--- config.mk ---
export PLATFORM = sky130hd
export DESIGN_NAME = memory_inhibit_driver_12
export DESIGN_NICKNAME = d
export VERILOG_FILES = /design/src/rtl/lvdc_mem_pkg.sv /design/src/rtl/memory_phase_timer.sv /design/src/rtl/memory_inhibit_driver_12.sv
export SDC_FILE = /design/constraint.sdc
export NUM_CORES = 1
export LEC_CHECK = 0
export CORE_ASPECT_RATIO = 2
export CORE_MARGIN = 2
export CORE_UTILIZATION = 50
export DETAILED_ROUTE_END_ITERATION = 10
export PLACE_DENSITY = 0.92
export SYNTH_ARGS = -nofsm -noshare
export SYNTH_HDL_FRONTEND = slang
export SYNTH_SLANG_ARGS = --single-unit
--- constraint.sdc ---
create_clock -name clk -period 2.9 [get_ports clk]
set_input_delay 0.58 -clock clk [delete_from_list [all_inputs] [get_ports clk]]
set_output_delay 0.58 -clock clk [all_outputs]
set_load 0.1 [all_outputs]
--- src/rtl/lvdc_mem_pkg.sv ---
`default_nettype none
// ============================================================================
//  Module      : lvdc_mem_pkg
//  Description : Shared definitions for the core-memory inhibit/write driver:
//                FSM state encoding, memory module select encoding, phase
//                length limits, the list of implemented buffer-register bit
//                indices, and a helper that turns a phase length into the
//                down-counter load value.
//  Revision    : 1.0 - initial release
// ============================================================================
package lvdc_mem_pkg;

    // FSM state encoding (explicit 2-bit width)
    typedef logic [1:0] state_t;
    localparam state_t ST_IDLE    = 2'd0;
    localparam state_t ST_SETUP   = 2'd1;
    localparam state_t ST_DRIVE   = 2'd2;
    localparam state_t ST_RECOVER = 2'd3;

    // Target memory module select
    typedef enum logic [1:0] {
        MOD_A = 2'd0,
        MOD_B = 2'd1,
        MOD_C = 2'd2,
        MOD_D = 2'd3
    } mod_sel_e;

    // Legal range for WRITE_CYCLES / RECOVER_CYCLES (fits the 4-bit timer)
    localparam int unsigned CYCLES_MIN = 1;
    localparam int unsigned CYCLES_MAX = 15;

    localparam int unsigned NUM_MODULES = 4;
    localparam int unsigned NUM_IH_BITS = 10;

    // Buffer-register bit numbers that exist in the memory word, in the
    // order they are packed into the internal 10-bit data vector (LSB first).
    localparam int unsigned IH_BIT_INDEX [NUM_IH_BITS] = '{1, 2, 3, 4, 5, 7, 8, 10, 11, 13};

    // Load value for a phase lasting 'cycles' clocks: the timer reaches
    // terminal count after load_value further cycles. Out-of-range lengths
    // are clamped into the legal range.
    function automatic logic [3:0] phase_load(input int unsigned cycles);
        int unsigned c;
        c = cycles;
        if (c < CYCLES_MIN) c = CYCLES_MIN;
        if (c > CYCLES_MAX) c = CYCLES_MAX;
        return 4'(c - 1);
    endfunction

endpackage
`default_nettype wire

--- src/rtl/memory_phase_timer.sv ---
`default_nettype none
// ============================================================================
//  Module      : memory_phase_timer
//  Description : Loadable 4-bit down-counter with terminal-count flag. Loaded
//                on every phase entry; counts down to zero and holds there.
//  Ports       : clk, rst        - clock, synchronous active-high reset
//                i_load          - load i_load_val this edge
//                i_load_val[3:0] - phase length minus one
//                o_tc            - counter is at terminal count (zero)
//                o_tc_next       - counter will be at terminal count after
//                                  the coming edge (lets outputs be registered)
//  Revision    : 1.0 - initial release
// ============================================================================
module memory_phase_timer (
    input  logic       clk,
    input  logic       rst,
    input  logic       i_load,
    input  logic [3:0] i_load_val,
    output logic       o_tc,
    output logic       o_tc_next
);

    logic [3:0] r_count;

    always_ff @(posedge clk) begin
        if (rst) begin
            r_count <= 4'd0;
        end else if (i_load) begin
            r_count <= i_load_val;
        end else if (r_count != 4'd0) begin
            // Stops at zero: no wrap-around past terminal count
            r_count <= r_count - 4'd1;
        end
    end

    assign o_tc      = (r_count == 4'd0);
    assign o_tc_next = i_load ? (i_load_val == 4'd0) : (r_count <= 4'd1);

endmodule
`default_nettype wire

--- src/rtl/memory_inhibit_driver_12.sv ---
`default_nettype none
// ============================================================================
//  Module      : memory_inhibit_driver_12
//  Description : Core-memory write-back driver. Latches ten buffer-register
//                bits and a target module on a write request, then sequences
//                SETUP (inhibit only), DRIVE (inhibit + write current) and
//                RECOVER (dead time) before returning to IDLE.
//  Ports       : clk, rst                 - clock, synchronous active-high reset
//                WrReq                    - write-back request (IDLE only)
//                WrMod[1:0]               - target module 0..3 = Ma..Md
//                BRx1..BRx13 (10 bits)    - data bits to write
//                MxIHn (x=a..d, 10 bits)  - per-bit inhibit drive, high for 0 bits
//                MxWR                     - write current enable per module
//                Busy                     - not IDLE
//                WrDone                   - pulse in final RECOVER cycle
//                WrOvr                    - pulse per request seen while busy
//  Revision    : 1.0 - initial release
// ============================================================================
module memory_inhibit_driver_12
    import lvdc_mem_pkg::*;
#(
    parameter int unsigned WRITE_CYCLES   = 3,
    parameter int unsigned RECOVER_CYCLES = 1
) (
    input  logic       clk,
    input  logic       rst,
    input  logic       WrReq,
    input  logic [1:0] WrMod,
    input  logic       BRx1,  BRx2,  BRx3,  BRx4,  BRx5,
    input  logic       BRx7,  BRx8,  BRx10, BRx11, BRx13,
    output logic       MaIH1, MaIH2, MaIH3, MaIH4, MaIH5, MaIH7, MaIH8, MaIH10, MaIH11, MaIH13,
    output logic       MbIH1, MbIH2, MbIH3, MbIH4, MbIH5, MbIH7, MbIH8, MbIH10, MbIH11, MbIH13,
    output logic       McIH1, McIH2, McIH3, McIH4, McIH5, McIH7, McIH8, McIH10, McIH11, McIH13,
    output logic       MdIH1, MdIH2, MdIH3, MdIH4, MdIH5, MdIH7, MdIH8, MdIH10, MdIH11, MdIH13,
    output logic       MaWR,  MbWR,  McWR,  MdWR,
    output logic       Busy,
    output logic       WrDone,
    output logic       WrOvr
);

    localparam logic [3:0] c_SETUP_LOAD   = phase_load(1);
    localparam logic [3:0] c_DRIVE_LOAD   = phase_load(WRITE_CYCLES);
    localparam logic [3:0] c_RECOVER_LOAD = phase_load(RECOVER_CYCLES);

    // Data bits packed in IH_BIT_INDEX order (bit 0 = BRx1 ... bit 9 = BRx13)
    logic [NUM_IH_BITS-1:0] w_brx;
    assign w_brx = {BRx13, BRx11, BRx10, BRx8, BRx7, BRx5, BRx4, BRx3, BRx2, BRx1};

    state_t                 r_state;
    state_t                 w_next_state;
    logic                   w_load;
    logic [3:0]             w_load_val;
    logic                   w_tc;
    logic                   w_tc_next;
    logic                   w_accept;

    logic [NUM_IH_BITS-1:0] r_data;
    logic [NUM_IH_BITS-1:0] w_data_next;
    mod_sel_e               r_mod;
    mod_sel_e               w_mod_next;

    logic [NUM_MODULES-1:0][NUM_IH_BITS-1:0] r_ih;
    logic [NUM_MODULES-1:0][NUM_IH_BITS-1:0] w_ih_next;
    logic [NUM_MODULES-1:0]                  r_wr;
    logic [NUM_MODULES-1:0]                  w_wr_next;
    logic [NUM_MODULES-1:0]                  w_sel;
    logic                                    w_inhibit_phase;
    logic                                    w_write_phase;
    logic                                    r_busy;
    logic                                    r_done;
    logic                                    r_ovr;

    memory_phase_timer u_timer (
        .clk        (clk),
        .rst        (rst),
        .i_load     (w_load),
        .i_load_val (w_load_val),
        .o_tc       (w_tc),
        .o_tc_next  (w_tc_next)
    );

    // ---------------------------------------------------------------- FSM
    always_comb begin
        w_next_state = r_state;
        w_load       = 1'b0;
        w_load_val   = 4'd0;
        case (r_state)
            ST_IDLE: begin
                if (WrReq) begin
                    w_next_state = ST_SETUP;
                    w_load       = 1'b1;
                    w_load_val   = c_SETUP_LOAD;
                end
            end
            ST_SETUP: begin
                if (w_tc) begin
                    w_next_state = ST_DRIVE;
                    w_load       = 1'b1;
                    w_load_val   = c_DRIVE_LOAD;
                end
            end
            ST_DRIVE: begin
                if (w_tc) begin
                    w_next_state = ST_RECOVER;
                    w_load       = 1'b1;
                    w_load_val   = c_RECOVER_LOAD;
                end
            end
            ST_RECOVER: begin
                if (w_tc) begin
                    w_next_state = ST_IDLE;
                    w_load       = 1'b1;
                    w_load_val   = 4'd0;
                end
            end
            default: begin
                w_next_state = ST_IDLE;
            end
        endcase
    end

    assign w_accept    = (r_state == ST_IDLE) && WrReq;
    // Acceptance-edge outputs must already reflect the incoming data
    assign w_data_next = w_accept ? w_brx : r_data;
    assign w_mod_next  = w_accept ? mod_sel_e'(WrMod) : r_mod;

    // ------------------------------------------------- inhibit/write decode
    // Outputs are registered, so decode is done on the next state.
    assign w_inhibit_phase = (w_next_state == ST_SETUP) || (w_next_state == ST_DRIVE);
    assign w_write_phase   = (w_next_state == ST_DRIVE);

    always_comb begin
        w_sel = '0;
        case (w_mod_next)
            MOD_A:   w_sel = 4'b0001;
            MOD_B:   w_sel = 4'b0010;
            MOD_C:   w_sel = 4'b0100;
            MOD_D:   w_sel = 4'b1000;
            default: w_sel = '0;
        endcase
    end

    always_comb begin
        w_ih_next = '0;
        w_wr_next = '0;
        for (int m = 0; m < NUM_MODULES; m++) begin
            // Inhibit opposes the write current for every bit to stay 0
            w_ih_next[m] = (w_sel[m] && w_inhibit_phase) ? ~w_data_next : '0;
            w_wr_next[m] = w_sel[m] && w_write_phase;
        end
    end

    // ---------------------------------------------------------- registers
    always_ff @(posedge clk) begin
        if (rst) begin
            r_state <= ST_IDLE;
            r_data  <= '0;
            r_mod   <= MOD_A;
            r_ih    <= '0;
            r_wr    <= '0;
            r_busy  <= 1'b0;
            r_done  <= 1'b0;
            r_ovr   <= 1'b0;
        end else begin
            r_state <= w_next_state;
            r_data  <= w_data_next;
            r_mod   <= w_mod_next;
            r_ih    <= w_ih_next;
            r_wr    <= w_wr_next;
            r_busy  <= (w_next_state != ST_IDLE);
            r_done  <= (w_next_state == ST_RECOVER) && w_tc_next;
            r_ovr   <= (r_state != ST_IDLE) && WrReq;
        end
    end

    // ------------------------------------------------------------ outputs
    assign {MaIH13, MaIH11, MaIH10, MaIH8, MaIH7, MaIH5, MaIH4, MaIH3, MaIH2, MaIH1} = r_ih[0];
    assign {MbIH13, MbIH11, MbIH10, MbIH8, MbIH7, MbIH5, MbIH4, MbIH3, MbIH2, MbIH1} = r_ih[1];
    assign {McIH13, McIH11, McIH10, McIH8, McIH7, McIH5, McIH4, McIH3, McIH2, McIH1} = r_ih[2];
    assign {MdIH13, MdIH11, MdIH10, MdIH8, MdIH7, MdIH5, MdIH4, MdIH3, MdIH2, MdIH1} = r_ih[3];

    assign MaWR   = r_wr[0];
    assign MbWR   = r_wr[1];
    assign McWR   = r_wr[2];
    assign MdWR   = r_wr[3];
    assign Busy   = r_busy;
    assign WrDone = r_done;
    assign WrOvr  = r_ovr;

endmodule
`default_nettype wire

# --- Word level (Yosys, flattened, before mapping) ---
# Cells that the tools add are included.
word_totals:
  register_bits: 65
  inputBits: 15
  output_inout_bits: 47
classes:
  add_sub_neg: 1
  n_lt_le_gt_ge: 1
  n_eq_ne: 9
  muxes: 16
  bitwise_logic: 5
  reduce_logical: 26
ops:
  columns: ["operator", "count"]
  rows:
  - ["$pmux 4 s4", 1]
  - ["$eq 2x2->1 const B", 6]
  - ["$mux 2", 6]
  - ["$logic_and 1x1->1", 11]
  - ["$mux 10", 1]
  - ["$not 10->10", 1]
  - ["$logic_not 4->1", 2]
  - ["$mux 4", 2]
  - ["$pmux 2 s4", 1]
  - ["$pmux 4 s2", 1]
  - ["$reduce_or 2->1", 4]
  - ["$eq 2x1->1 const B", 3]
  - ["$reduce_bool 2->1", 3]
  - ["$reduce_or 3->1", 2]
  - ["$le 4x1->1 const B", 1]
  - ["$logic_not 2->1", 2]
  - ["$not 1->1", 4]
  - ["$reduce_bool 4->1", 1]
  - ["$sub 4x1->4 const B", 1]
  - ["$mux 1", 3]
  - ["$pmux 1 s2", 1]
  - ["$logic_or 1x1->1", 1]

# --- Logic depth before layout (Yosys ltp) ---
# Gate-level depths: netlist of run 1.
logic_depth:
  depth_word: 8
  depth_mapped: 9

# --- Hierarchy ---
# Synthesis of run 1 repeated with hierarchy kept, for this count alone.
unflattened:
  hier_cells: 312
  hier_area_um2: 2730.1
by_module_without_submodules:
  columns: ["mod", "instances", "cells_per_inst", "area_per_inst_um2"]
  rows:
  - ["memory_inhibit_driver_12", 1, 283, 2464.9]
  - ["memory_phase_timer", 1, 29, 265.3]

# --- Worst setup path before layout of run 1 ---
# No wires, ideal clock.
synth_path:
  kind: "register to register"
  startpoint: "register u_timer.r_count[0]"
  endpoint: "register r_ih, in the netlist MaIH1"
  setup_ns: 0.137
  arrival_time_ns: 2.036
  required_ns: 2.763
  setup_slack_ns: 0.727
  stages_incl_launch_ff: 10
  period_less_slack_ns: 2.173
  cell_sequence: "dfxtp_1 inv_1 ha_1 nor3b_2 nor3_1 a21o_1 ha_1 nand2b_1 clkbuf_1 a21oi_1"
synth_between:
  elab_chain_len: 8
synth_rtl:
  columns: ["element", "line_no", "rtl"]
  rows:
  - ["from (decl)", "memory_phase_timer.sv:23", "logic [3:0] r_count;"]
  - ["from (signal assigned)", "memory_phase_timer.sv:29", "r_count <= i_load_val;"]
  - ["from (signal assigned)", "memory_phase_timer.sv:32", "r_count <= r_count - 4'd1;"]
  - ["$logic_not 4->1 (*)", "memory_phase_timer.sv:36", "assign o_tc = (r_count == 4'd0);"]
  - ["$mux 2, on equally long branches", "memory_inhibit_driver_12.sv:110, memory_inhibit_driver_12.sv:96, memory_inhibit_driver_12.sv:103", null]
  - ["$pmux 2 s4 (*)", "memory_inhibit_driver_12.sv:87", "case (r_state)"]
  - ["$eq 2x1->1 or $eq 2x2->1 (tied branches)", "memory_inhibit_driver_12.sv:129", "assign w_inhibit_phase = (w_next_state == ST_SETUP) || (w_next_state == ST_DRIVE);"]
  - ["$logic_or 1x1->1 (*)", "memory_inhibit_driver_12.sv:129", null]
  - ["$logic_and 1x1->1 (*)", "memory_inhibit_driver_12.sv:148", "w_ih_next[m] = (w_sel[m] && w_inhibit_phase) ? ~w_data_next : '0;"]
  - ["$not 1->1 (no source line) (*)", null, null]
  - ["$reduce_or 2->1 (no source line) (*)", null, null]
  - ["to (signal assigned)", "memory_inhibit_driver_12.sv:168", "r_ih <= w_ih_next;"]
  - ["to (decl)", "memory_inhibit_driver_12.sv:62", "logic [NUM_MODULES-1:0][NUM_IH_BITS-1:0] r_ih;"]
# Mark *: on every way between the ends. The rest lies on a longest branch, timed or not.
# A chain may end at the register's enable or synchronous reset.

# --- Worst setup path after layout of run 1 ---
layout_path:
  startpoint: "register u_timer.r_count[0]"
  endpoint: "register r_ih, in the netlist MdIH11"
# The elaborated chain is that of the path after synthesis.

==> flow_summary.yaml, run 1 <==
clocking:
  clkSinkCount: 65
  cts_hold_buf: 0
  clk_pin_slew_ns: 0.07
  ctsRootBufferMaster: "clkbuf_8"
  htree_levels: 3
  cts_buffer_depth: 2
  cts_buffers: 9
  insertion_delay_ns: 0.35
  cts_tree: "yes"
  cts_setup_buffers: 0
  cts_resized: 0
pwr:
  p_comb_share_pct: 51.0
  switching_share_pct: 48.87
  powerDensity_nw_per_um2: 1138
  seqPwrFrac_pct: 30.3
  peakVddDrop_uv: 1231
  power_frac_clock_pct: 18.7
  p_switching_w: 0.001899
  power.internal_w: 0.001988
  p_leak_nw: 1.317
floorplan:
  die_y_um: 108.7
  dieWidth_um: 56.34
  std_cell_rows: 38
  core_um2: 5373
  die_area_um2: 6122
  start_util_pct: 50.98
  ioPinCount: 62
critical_path:
  crit_path_end_kind: "flop"
  critical_path_required_ns: 3.13
  slowest_delay_ns: 0.52
  reg2regPathDepth: 9
  worstSetupPathType: "reg2reg"
  regToRegSetupSlack_ns: 0.51
  critPathMaxFanout: 40
  cp-start-kind: "flop"
  worst_ep_arrival_time_ns: 2.62
  cp_common_cell: "ha_1"
  reg2reg_from: "u_timer.r_count[0]"
  critical_path.cell_chain: "inv_1 > ha_1 > nor3b_2 > nor3_1 > a21o_1 > ha_1 > nand2b_1 > buf_12 > a21oi_1"
  r2r-end: "MdIH11"
  crit_slowest_cell: "nor3b_2"
grt:
  grt_pass1_vias: 2271
  antenna_found_initial: 0
  overflow: 0
  grt_max_degree: 58
  gr-usage-all-layers_pct: 22.27
  grt_pass1_wl_um: 10500
finish:
  finalNonFillerCells: 424
  drive_above_1_share_pct: 21.43
  diodes: 0
  area_delta_synth_final_pct: 24.76
  nNetsFinal: 380
  postLayoutCellArea_um2: 3417
status:
  status: "completed"
hold_path:
  hold_path_startpoint: "r_data[4]"
  hp-class: "reg2reg"
  whs_path_depth: 2
  min_to: "r_data[4]"
logic_synthesis:
  yosysWarnings: 0
  syn-num-nets: 330
  synth.avg_cell_area_um2: 8.864
  yosys_register_bits: 65
  synth_cells: 309
  yosysUniqueCellTypes: 31
  yosysSeqAreaShare_pct: 47.51
  synth_area_um2: 2739
place:
  routabilityCongestion: 0.8076
  hpwl_um: 4202
  io_buffers: 61
  placed_cell_area_um2: 3224
  dp.cells: 408
routing:
  dr.pass1.iters: 4
  drc: 0
  viasPerCell: 5.741
  wire_per_inst_um: 15.21
  wl_um: 6451
  drtAntennaViolNets: 0
  drtIter0Drc: 64
  dr_total_vias: 2434
sta:
  fin_crit_sh_pct: 82.32
  fin_skew_ns: 0.006354
  finalSetupViolCount: 0
  period_minus_slack_ns: 2.387
  slew_headroom_pct: 62.09
  fmax_mhz: 418.9
  final.setup.tns_ns: 0
  grt_setup_unrepaired: "no"
  tightestPinTransition_ns: 0.5662
  slew_violations: 0
  hold_violations: 0
job:
  cap_violations: 0
[sequential cells by signal (all words and copies together), names as in the netlist, 2 cells and up]
| register | flops |
|---|---|
| r_data | 10 |
| r_mod | 2 |
| r_state | 2 |
| r_wr | 4 |
| u_timer.r_count | 4 |
[cells in the final DEF, fill, tap and decap left out, drive strengths merged, types with 6 or more instances in the layout]
cell / count
a21oi: 56
buf: 50
clkbuf: 14
clkdlybuf4s50: 14
dfxtp: 65
ha: 6
nand2: 26
nand2b: 7
nor2: 8
or3: 81
[worst max-delay path by stage]
stage / endpoint / start / depth (start not counted)
CTS: MbIH2 / u_timer.r_count[0] / 9
floorplan: MaIH1 / u_timer.r_count[0] / 9
detailed placement: MbIH2 / WrReq / 8
finish: MdIH11 / u_timer.r_count[0] / 9
global route: MdIH11 / u_timer.r_count[0] / 9
global placement: MaIH13 / WrReq / 8
[through the flow]
| step | power [W] | hold WS, ns | setup slack [ns] | util, % |
|---|---|---|---|---|
| after floorplan | 0.002775 | 0.4579 | 0.7274 | - |
| after global placement | 0.003115 | 0.4687 | 0.4767 | 60.01 |
| after detailed placement | 0.003160 | 0.4806 | 0.4095 | 60.01 |
| after CTS | 0.003886 | 0.4893 | 0.5191 | 63.60 |
| after global routing | 0.004080 | 0.5307 | 0.2940 | 63.60 |
| final | 0.003887 | 0.4955 | 0.5127 | 63.60 |
[critical path, delay by kind of cell (launching register included)]
family / cells / cell delay [ns]
AOI/OAI and AO/OA: 2 / 0.28
adders and majority gates: 2 / 0.53
buffers and inverters: 2 / 0.31
DFF: 1 / 0.35
and+or+nand+nor: 3 / 0.80
[Yosys cell counts (all sizes together)]
master	count	area, um^2
a211oi	1	7.510
a21o	1	7.510
a21oi	56	291.5
buf	8	71.31
clkbuf	17	63.81
dfxtp	65	1301
ha	6	75.07
inv	3	11.26
mux2	3	33.78
nand2	26	97.59
nand2b	7	43.79
nand3	2	10.01
nand4b	2	17.52
nor2	8	30.03
nor2b	2	12.51
nor3	3	15.01
nor3b	3	27.52
nor4	2	12.51
nor4b	1	8.760
nor4bb	1	10.01
o21ai	1	5.000
o21bai	1	7.510
o22ai	1	6.260
or2	3	18.77
or3	81	506.7
or3b	2	20.02
xnor2	3	26.28
[cell type report]
class | count | area, um^2
fillers | 440 | 1956
inverters | 3 | 11.26
multi-input cells | 216 | 1296
clock inverters | 2 | 10.01
clock buffers | 14 | 182.7
flip-flops and latches | 65 | 1301
well taps | 60 | 75.07
repair buffers | 64 | 540.5
[power by group through the flow]
stage / logic [W] / clock network (W) / registers [W]
2_1_floorplan: 0.000810 / 0 / 0.00196
3_3_place_gp: 0.00193 / 0 / 0.00119
3_5_place_dp: 0.00197 / 0 / 0.00119
4_1_cts: 0.00198 / 0.000733 / 0.00118
5_1_grt: 0.00211 / 0.000775 / 0.00119
6_report: 0.00198 / 0.000728 / 0.00118
[routing by layer]
metal	global-route usage, %	wire length, um	up-vias
met4	12.24	174	0
met2	39.16	3561	85
met3	5.694	325	15
met1	23.97	2390	1151
li1	-	-	1183
met5	0	0	-
[cell families (layout without fill, tap and decap cells)]
family | Yosys count | in the layout | synth area share [%]
fa+ha+maj | 6 | 6 | 2.741
compound gates | 61 | 61 | 11.88
flops | 65 | 65 | 47.51
simple gates | 143 | 143 | 30.33
buf+inv | 28 | 83 | 5.345
mux | 3 | 3 | 1.233
xor+xnor | 3 | 3 | 0.9595
No activity file was read; power rests on OpenSTA's default activity.
==> run 2: changes to the inputs <==
==> constraint.sdc (replaced) <==
create_clock -name clk -period 2.4 [get_ports clk]
set_input_delay 0.48 -clock clk [delete_from_list [all_inputs] [get_ports clk]]
set_output_delay 0.48 -clock clk [all_outputs]
set_load 0.1 [all_outputs]
==> run 2 against run 1 <==
  * First-iteration DRC count fell by 1.6%
  * Largest power group unchanged
  * Routed wire length shrank 2.8%
  * Fmax up 9.2%
  * Critical endpoint is now WrDone
  * Power increased by 21%
  * Sequential power increased by 19%
  * Count of clock-buffer cells in the layout down 1
==> flow_summary.yaml, run 2 (synthesis results as in run 1) <==
status:
  status: "completed"
finish:
  largest_reg_flops: 10
  final_cell_mix: "or3_1 (81), dfxtp_1 (65), a21oi_1 (53)"
  nNetsFinal: 382
  layout_commonest_cell: "or3_1"
  top_register: "r_data"
  reg_top3: "r_data x10, r_wr x4, u_timer.r_count x4"
  diodes: 0
  fillers: 446
  drive_above_1_share_pct: 21.58
  area_delta_synth_final_pct: 25.40
grt:
  antenna_found_initial: 0
  grt_pass1_wl_um: 10140
  grt_max_degree: 58
  grt_pass1_vias: 2299
  overflow: 0
  gr-usage-all-layers_pct: 21.42
sta:
  worst_slack_ns: 0.2134
  fmax_mhz: 457.3
  hold_violations: 0
  fin_skew_ns: 0.006780
  slew_headroom_pct: 64.49
  period_minus_slack_ns: 2.187
  slew_violations: 0
  final.setup.tns_ns: 0
  grt_setup_unrepaired: "no"
  tightestPinTransition_ns: 0.5326
  finalSetupViolCount: 0
  fin_crit_sh_pct: 91.11
pwr:
  peakVddDrop_uv: 1235
  powerDensity_nw_per_um2: 1374
  p_leak_nw: 1.323
job:
  cap_violations: 0
routing:
  drtAntennaViolNets: 0
  dr_total_vias: 2430
  viasPerCell: 5.704
  drtIter0Drc: 63
  wl_um: 6271
  drc: 0
  dr.pass1.iters: 5
  wire_per_inst_um: 14.72
place:
  hpwl_um: 4166
  routabilityCongestion: 0.8316
  dp_slack_ns: 0.02842
  io_buffers: 61
floorplan:
  die_y_um: 108.7
  start_util_pct: 50.98
  std_cell_rows: 38
  ioPinCount: 62
  die_area_um2: 6122
  core_um2: 5373
  dieWidth_um: 56.34
clocking:
  cts_buffers: 9
  cts_buffer_depth: 2
  insertion_delay_ns: 0.34
  cts_tree: "yes"
  ctsRootBufferMaster: "clkbuf_8"
  cts_resized: 0
  cts_setup_buffers: 0
  htree_levels: 3
  cts_hold_buf: 0
  clkSinkCount: 65
  clk_pin_slew_ns: 0.07
critical_path:
  worstPathBufferInverterCount: 2
  worst_ep_arrival_time_ns: 2.45
  crit_path_end_kind: "flop"
  cp_top_family: "simple AND/OR/NAND/NOR gates"
  crit_slowest_cell: "or3b_2"
  critPathMaxFanout: 5
  slowest_delay_ns: 0.45
  critical_path.cell_chain: "inv_1 > ha_1 > nor4bb_2 > xnor2_1 > inv_1 > ha_1 > or3b_2 > o22ai_1"
  worstSetupPathType: "reg2reg"
  critical_path_required_ns: 2.66
  cp-start-kind: "flop"
  reg2regPathDepth: 8
  crit_cells: 8
hold_path:
  whs_path_depth: 2
  hp-class: "reg2reg"
## run 2: cell type report
| type | instances | area, um^2 | share of cell area (%) |
|---|---|---|---|
| clock buffers | 13 | 148.9 | 4.335 |
| clock inverters | 3 | 40.04 | 1.166 |
| inverters | 3 | 11.26 | 0.3279 |
| multi-input cells | 216 | 1303 | 37.92 |
| flip-flops and latches | 65 | 1301 | 37.89 |
| well taps | 60 | 75.07 | 2.186 |
| repair buffers | 66 | 555.5 | 16.17 |
## run 2: worst min-delay path, cell delays in order, from the launching register on
cell	delay [ns]
dfxtp_1	0.33
nand2_1	0.06
a21oi_1	0.05
## run 2: layer usage
metal | track usage [%] | vias up | share of wire [%]
met4 | 15.14 | 0 | 4.1
met3 | 4.626 | 23 | 5.1
met2 | 37.39 | 80 | 53
met5 | 0 | - | 0
met1 | 22.36 | 1142 | 38
li1 | - | 1185 | -
## run 2: path summary, 6_finish.rpt
check	from	endpoint	slack (ns)
max	u_timer.r_count[0]	WrDone	0.21
min	r_data[9]	r_data[9]	0.49
max reg2reg	u_timer.r_count[0]	WrDone	0.21
min reg2reg	r_data[9]	r_data[9]	0.49
## run 2: power breakdown
part	leakage [nW]	switching, W	internal, W
Sequential	0.529	0.000127	0.00129
Combinational	0.696	0.00176	0.000645
Clock	0.0974	0.000394	0.000506
Total	1.32	0.00228	0.00244
## run 2: metrics by stage
step | hold WS (ns) | total power [W] | util [%] | area (um^2) | std cells
2_1_floorplan | 0.4579 | 0.003354 | - | 2739 | 309
3_3_place_gp | 0.4686 | 0.003794 | 60.29 | 3239 | 410
3_5_place_dp | 0.4794 | 0.003826 | 60.29 | 3239 | 410
4_1_cts | 0.4884 | 0.004717 | 63.81 | 3428 | 426
5_1_grt | 0.5112 | 0.004940 | 63.93 | 3435 | 426
6_report | 0.4867 | 0.004718 | 63.93 | 3435 | 426
==> run 3: changes to the inputs <==
--- a/config.mk
+++ b/config.mk
@@ -10,6 +10,7 @@
 export CORE_UTILIZATION = 50
 export DETAILED_ROUTE_END_ITERATION = 10
 export PLACE_DENSITY = 0.92
+export SKIP_CTS_REPAIR_TIMING = 1
 export SYNTH_ARGS = -nofsm -noshare
 export SYNTH_HDL_FRONTEND = slang
 export SYNTH_SLANG_ARGS = --single-unit
==> results of run 3 <==
Same layout as run 2: the final DEF is identical, and so are final timing and power.
